--- config.mk ---
export PLATFORM = sky130hd
export DESIGN_NAME = loop_buffer_ctrl
export DESIGN_NICKNAME = d
export VERILOG_FILES = /design/src/rtl/loop_buffer_pkg.sv /design/src/rtl/loop_buffer_ram.sv /design/src/rtl/loop_buffer_ctrl.sv
export SDC_FILE = /design/constraint.sdc
export NUM_CORES = 2
export LEC_CHECK = 0
export CORE_MARGIN = 5
export CORE_UTILIZATION = 45
export CTS_BUF_LIST = sky130_fd_sc_hd__clkbuf_4 sky130_fd_sc_hd__clkbuf_8 sky130_fd_sc_hd__clkbuf_16
export CTS_CLUSTER_SIZE = 8
export DETAILED_ROUTE_END_ITERATION = 7
export GPL_TIMING_DRIVEN = 0
export SLEW_MARGIN = 30
export SYNTH_ARGS = -nofsm -noshare
export SYNTH_HDL_FRONTEND = slang
export SYNTH_SLANG_ARGS = --single-unit
--- constraint.sdc ---
create_clock -name clk -period 15.06 [get_ports clk]
set_input_delay 1.506 -clock clk [delete_from_list [all_inputs] [get_ports clk]]
set_output_delay 1.506 -clock clk [all_outputs]
set_load 0.05 [all_outputs]
--- src/rtl/loop_buffer_pkg.sv ---
`default_nettype none
// ============================================================================
//  Module      : loop_buffer_pkg
//  Description : Shared types, opcode constants and helpers for the
//                loop_buffer_ctrl loop-capture/replay block.
//  Revision    : 1.0 - initial release
// ============================================================================
package loop_buffer_pkg;

  // Controller states: follow fetch, record the body, one-cycle prefetch, replay
  typedef enum logic [1:0] {
    TRACK   = 2'd0,
    CAPTURE = 2'd1,
    WAIT    = 2'd2,
    REPLAY  = 2'd3
  } state_t;

  // RISC-V major opcodes that end or redirect a basic block
  localparam logic [6:0] OPC_BRANCH = 7'b1100011;
  localparam logic [6:0] OPC_JAL    = 7'b1101111;

  // True for a B-type branch or JAL; only the opcode field is inspected
  function automatic logic is_ctrl(input logic [6:0] instr);
    return (instr == OPC_BRANCH) || (instr == OPC_JAL);
  endfunction

endpackage
`default_nettype wire

--- src/rtl/loop_buffer_ram.sv ---
`default_nettype none
// ============================================================================
//  Module      : loop_buffer_ram
//  Description : DEPTH x DATA_W simple dual-port storage for the loop body.
//                One write port, one registered read port with read enable;
//                read data holds while the read enable is low.
//  Revision    : 1.0 - initial release
// ============================================================================
module loop_buffer_ram
  import loop_buffer_pkg::*;
#(
  parameter int DATA_W = 32,
  parameter int DEPTH  = 64
) (
  input  logic                     clk,
  input  logic                     wr_en,
  input  logic [$clog2(DEPTH)-1:0] wr_addr,
  input  logic [DATA_W-1:0]        wr_data,
  input  logic                     rd_en,
  input  logic [$clog2(DEPTH)-1:0] rd_addr,
  output logic [DATA_W-1:0]        rd_data
);

  logic [DATA_W-1:0] mem [DEPTH];

  // Write port: record one captured instruction per enabled cycle
  always_ff @(posedge clk) begin
    if (wr_en) begin
      mem[wr_addr] <= wr_data;
    end
  end

  // Read port: one-cycle latency, data held while rd_en is low
  always_ff @(posedge clk) begin
    if (rd_en) begin
      rd_data <= mem[rd_addr];
    end
  end

endmodule
`default_nettype wire

--- src/rtl/loop_buffer_ctrl.sv ---
`default_nettype none
// ============================================================================
//  Module      : loop_buffer_ctrl
//  Description : Detects a short backward branch/JAL, captures the loop body
//                on the next iteration and replays it to decode while fetch
//                is blocked. Exits with a one-cycle flush to tail+4.
//  Revision    : 1.0 - initial release
// ============================================================================
module loop_buffer_ctrl
  import loop_buffer_pkg::*;
#(
  parameter int DATA_W         = 32,
  parameter int DEPTH          = 64,
  parameter int MAX_LOOP_BYTES = 4 * DEPTH,
  parameter int CNT_W          = 16
) (
  input  logic              clk,
  input  logic              reset,
  input  logic              enable,
  input  logic              fetch_valid,
  input  logic [31:0]       fetch_pc,
  input  logic [DATA_W-1:0] fetch_instr,
  input  logic [31:0]       branch_imm,
  input  logic              stall,
  input  logic              mispredict,
  output logic              block_fetch,
  output logic              flush,
  output logic [31:0]       redirect_pc,
  output logic              out_valid,
  output logic [DATA_W-1:0] out_instr,
  output logic [CNT_W-1:0]  loop_count
);

  localparam int AW    = $clog2(DEPTH);
  localparam int LEN_W = AW + 1;
  // The default MAX_LOOP_BYTES (4*DEPTH) would admit a body one entry larger
  // than the buffer, so the accepted span is clamped to what actually fits.
  localparam int          LIMIT_BYTES = (MAX_LOOP_BYTES < 4 * (DEPTH - 1)) ?
                                        MAX_LOOP_BYTES : 4 * (DEPTH - 1);
  localparam logic [31:0] LIMIT       = 32'(LIMIT_BYTES);

  state_t            state;
  state_t            state_next;
  logic [31:0]       head;
  logic [31:0]       tail;
  logic [31:0]       next_pc;
  logic [LEN_W-1:0]  len;
  logic [AW-1:0]     wr_idx;
  logic [AW-1:0]     rd_idx;
  logic              started;
  logic [CNT_W-1:0]  count;

  logic [31:0]       neg_imm;
  logic              fetch_ctrl;
  logic              candidate;
  logic              exit_req;
  logic              wrap;
  logic              latch_cand;
  logic              cap_write;
  logic              cap_done;
  logic              rd_adv;
  logic [DATA_W-1:0] ram_rdata;

  assign neg_imm    = -branch_imm;
  assign fetch_ctrl = is_ctrl(fetch_instr[6:0]);
  assign candidate  = enable & fetch_valid & ~mispredict & fetch_ctrl &
                      branch_imm[31] & (neg_imm <= LIMIT);
  assign exit_req   = mispredict | ~enable;
  assign wrap       = ({1'b0, rd_idx} == (len - LEN_W'(1)));

  // State register
  always_ff @(posedge clk) begin
    if (reset) begin
      state <= TRACK;
    end else begin
      state <= state_next;
    end
  end

  // Next-state decode, datapath strobes and Moore/flush outputs
  always_comb begin
    state_next  = state;
    latch_cand  = 1'b0;
    cap_write   = 1'b0;
    cap_done    = 1'b0;
    rd_adv      = 1'b0;
    block_fetch = 1'b0;
    out_valid   = 1'b0;
    flush       = 1'b0;
    case (state)
      TRACK: begin
        if (candidate) begin
          latch_cand = 1'b1;
          state_next = CAPTURE;
        end
      end
      CAPTURE: begin
        if (exit_req) begin
          state_next = TRACK;
        end else if (fetch_valid) begin
          if (!started) begin
            // Before the head arrives, unrelated fetches are ignored
            if (fetch_pc == head) begin
              if (fetch_ctrl && (fetch_pc != tail)) begin
                state_next = TRACK;
              end else begin
                cap_write = 1'b1;
              end
            end
          end else if ((fetch_pc != next_pc) ||
                       (fetch_ctrl && (fetch_pc != tail))) begin
            state_next = TRACK;
          end else begin
            cap_write = 1'b1;
          end
          if (cap_write && (fetch_pc == tail)) begin
            cap_done   = 1'b1;
            state_next = WAIT;
          end
        end
      end
      WAIT: begin
        block_fetch = 1'b1;
        if (exit_req) begin
          state_next = TRACK;
        end else begin
          // Prefetch entry 0 so REPLAY has data on its first cycle
          rd_adv     = 1'b1;
          state_next = REPLAY;
        end
      end
      REPLAY: begin
        block_fetch = 1'b1;
        out_valid   = 1'b1;
        if (exit_req) begin
          flush      = ~reset;
          state_next = TRACK;
        end else if (!stall) begin
          rd_adv = 1'b1;
        end
      end
      default: begin
        state_next = TRACK;
      end
    endcase
  end

  // Loop bounds, capture/replay pointers and the iteration counter
  always_ff @(posedge clk) begin
    if (reset) begin
      head    <= '0;
      tail    <= '0;
      next_pc <= '0;
      len     <= '0;
      wr_idx  <= '0;
      rd_idx  <= '0;
      started <= 1'b0;
      count   <= '0;
    end else begin
      if (latch_cand) begin
        head    <= fetch_pc + branch_imm;
        tail    <= fetch_pc;
        len     <= LEN_W'(neg_imm >> 2) + LEN_W'(1);
        wr_idx  <= '0;
        started <= 1'b0;
      end
      if (cap_write) begin
        wr_idx  <= wr_idx + AW'(1);
        next_pc <= fetch_pc + 32'd4;
        started <= 1'b1;
      end
      if (cap_done) begin
        rd_idx <= '0;
        count  <= '0;
      end
      if (rd_adv) begin
        rd_idx <= wrap ? '0 : rd_idx + AW'(1);
        if (wrap && (count != '1)) begin
          count <= count + CNT_W'(1);
        end
      end
    end
  end

  loop_buffer_ram #(
    .DATA_W (DATA_W),
    .DEPTH  (DEPTH)
  ) u_ram (
    .clk     (clk),
    .wr_en   (cap_write),
    .wr_addr (wr_idx),
    .wr_data (fetch_instr),
    .rd_en   (rd_adv),
    .rd_addr (rd_idx),
    .rd_data (ram_rdata)
  );

  // Stale buffer contents never leak out: data is qualified by out_valid
  assign out_instr   = out_valid ? ram_rdata : '0;
  assign redirect_pc = flush ? (tail + 32'd4) : '0;
  assign loop_count  = count;

endmodule
`default_nettype wire
==> impl_metrics.toml <==
[global_route]
grt-ovfl-total = 0
grt_pass1_wl_mm = 370
grt_max_degree = 66
grt_use_total_pct = 25.6
grt_antenna_before_repair = 17
grt_pass1_vias = 48435

[routing]
post_drt_wl_per_cell_um = 33.4
ant_nets = 0
num_vias = 48336
drt_iter0_markers = 5969
drc = 0
drt_pass1_iterations = 6
vias_per_cell = 6.12
wirelength_mm = 264

[setup_path]
critPathArrivalTime_ns = 7.31
path_depth = 14
critPathKind = "input port to register"
crit_family = "simple AND/OR/NAND/NOR gates"
cp_slowest_cell = "nor2_1"
rrSetupSlack_ns = 9.66
required_ns = 15.66
r2r-start = "head[30]"
critPathMaxFanout = 14
slowest_delay_ns = 0.71
worstPathBufferInverterCount = 6
worstSetupEndpointType = "register"
r2r_cells = 12
timing.rr.end = "u_ram.mem[61][20]"
start_kind = "input port"
crit_chain = "clkdlybuf4s50_1, clkbuf_1, xor2_1, nor4_1, nand4_1, o21ai_1, nand3_1, nor2_1, buf_2, nand4b_1, buf_6, nor2_4, buf_8, buf_16"

[cts]
numClockSinks = 2214
htree_levels = 5
path_clk_slew_ns = 0.05
cts_buffers = 326
cts_root_buffer = "clkbuf_16"
hold_buffers = 0
insertion_delay_ns = 0.92
postCtsSetupRepairBufs = 0
cts_tree = "built"
cts_buffer_depth = 4
cts_resized = 0

[timing]
grt_setup_unrepaired = "no"
finalCritPeriodShare_pct = 44.5
slew_violations = 0
period_needed_ns = 6.71
fmax_mhz = 149
slew_headroom_pct = 23.8
setup_ws_ns = 8.35
skew_ns = 0.0476
finalSetupViolCount = 0
fin_setup_tns_ns = 0
hold_viol = 0
tightest_slew_ns = 1.13

[logic_synthesis]
ys_warn_count = 0
synth_edf_count = 2080
synth-seq-cells = 2214
synth_area_leader_cell = "edfxtp_1"
synth.area.top_cells = "edfxtp_1 70%, mux4_2 17%, dfxtp_1 3.0%"
netlist_top_cells_count = "2080 x edfxtp_1, 659 x mux4_2, 226 x nand2_1"
synth_cell_types = 77
syn_area_um2 = 88700
synth-async-reset-ratio_pct = 0
yosysSeqAreaShare_pct = 73.4
yosysMostFrequentCell = "edfxtp_1"
postSynthAreaPerCell_um2 = 20.1
synth_flop_cell = "edfxtp_1"
synthCells = 4413
synth_top_area_share_pct = 70.4
syn_nets = 4554

[placement]
portBuffers = 183
postPlaceCellArea_um2 = 97900
place_congestion = 0.899
place_ws_ns = 7.62
dp.cells = 7516
dp_hpwl_mm = 184

[die]
core-area_um2 = 197000
die_width_um = 454
fp.dieH_um = 454
start_util_pct = 45.1
io_pins = 185
dieArea_um2 = 206000
num_rows = 163

[power]
power.density_nw_per_um2 = 125
leakage_uw = 0.0331
irDropWorstVdd_mv = 0.111

[hold_path]
hold_path.class = "register to register"
holdPathEnd = "len[6]"
hold-path-cell-count = 2
min-delay-start = "len[6]"

[outcome]
outcome = "completed"

[layout]
stdcell_count = 7896
drive_gt1_share_pct = 29.3
fin_nets = 5346
syn2layout_area_growth_pct = 20.1
finalInstanceArea_um2 = 107000

[run]
cap_violations = 0
-- layout by cell type, fill, tap and decap left out, drive strengths merged, types with 6 or more instances in the layout --
master,count
dfxtp,134
xor2,103
a31oi,6
or3,19
ha,38
nand3b,22
clkbuf,552
nor4,27
and3,50
nand4,29
diode,10
o211ai,8
edfxtp,2080
o21a,9
and4,6
a21boi,6
mux4,659
clkdlybuf4s50,151
nor2b,8
nand2b,13
mux2i,17
or4,7
a21oi,139
nor2,139
nor3,53
mux2,17
nand3,56
nand2,226
o21ai,88
a2111oi,6
and2,13
a211oi,11
buf,394
xnor2,75
inv,26
-- metal layers --
layer	share of wire, %	vias up	global-route usage, %	wire length, um
li1	-	19672	-	-
met1	39	25643	34.7	103000
met2	48	2552	41.1	127000
met3	9.1	463	5.84	23900
met4	3.8	6	8.86	10000
met5	0.017	-	0	46
-- cells by family (layout without fill, tap and decap cells) --
family / Yosys count / in the layout / synth area share [%]
compound gates: 317 / 317 / 2.13
xor+xnor: 178 / 178 / 1.76
fa+ha+maj: 39 / 39 / 0.558
buf+inv: 292 / 1125 / 1.29
flops: 2214 / 2214 / 73.4
mux: 693 / 693 / 17.1
other cells: 0 / 10 / 0
simple gates: 680 / 680 / 3.71
-- report_power, final --
part | internal [uW] | total [uW] | switching (uW)
combinational | 76.5 | 273 | 196
clock | 3930 | 6350 | 2420
sequential | 6740 | 6740 | 0.0000000147
total | 10700 | 13400 | 2610
-- area by class of cell --
type	instances	area (um^2)
buffer	268	1150
multi-input combinational	1907	22900
clock inverter	4	42.5
clock buffer	365	8560
fill	15015	90200
timing repair buffer	464	5420
sequential	2214	65100
inverter	24	92.6
tap	2640	3300
antenna	10	25.0
-- worst min-delay path: stages, from the launching register on --
cell     delay [ns]
dfxtp_1        0.31
nand2_1        0.05
a21oi_1        0.05
-- sequential cells by signal, summed over array words and instances (netlist names) --
name,count
started,1
state,2
loop_count,16
next_pc,32
len,7
head,32
wr_idx,6
u_ram.rd_data,32
u_ram.mem,2048
rd_idx,6
tail,32
-- worst max path at each step --
stage | from | end | slack (ns)
5_1_grt | fetch_pc[3] | u_ram.mem[61][4] | 8.26
6_report | fetch_pc[3] | u_ram.mem[61][20] | 8.35
3_5_place_dp | fetch_pc[3] | u_ram.mem[61][22] | 7.62
2_1_floorplan | fetch_pc[21] | u_ram.mem[6][0] | 8.95
3_3_place_gp | fetch_instr[4] | u_ram.mem[22][12] | 2.62
4_1_cts | fetch_pc[5] | u_ram.mem[61][4] | 8.55
-- per-stage QoR --
stage	hold slack (ns)	util, %	power [uW]
floorplan	0.432	-	6940
global placement	0.446	47.7	7120
detailed placement	0.454	49.8	7120
CTS	0.463	54.1	13400
global route	0.483	54.1	13700
finish	0.463	54.2	13400
(Power assumes the default switching activity.)
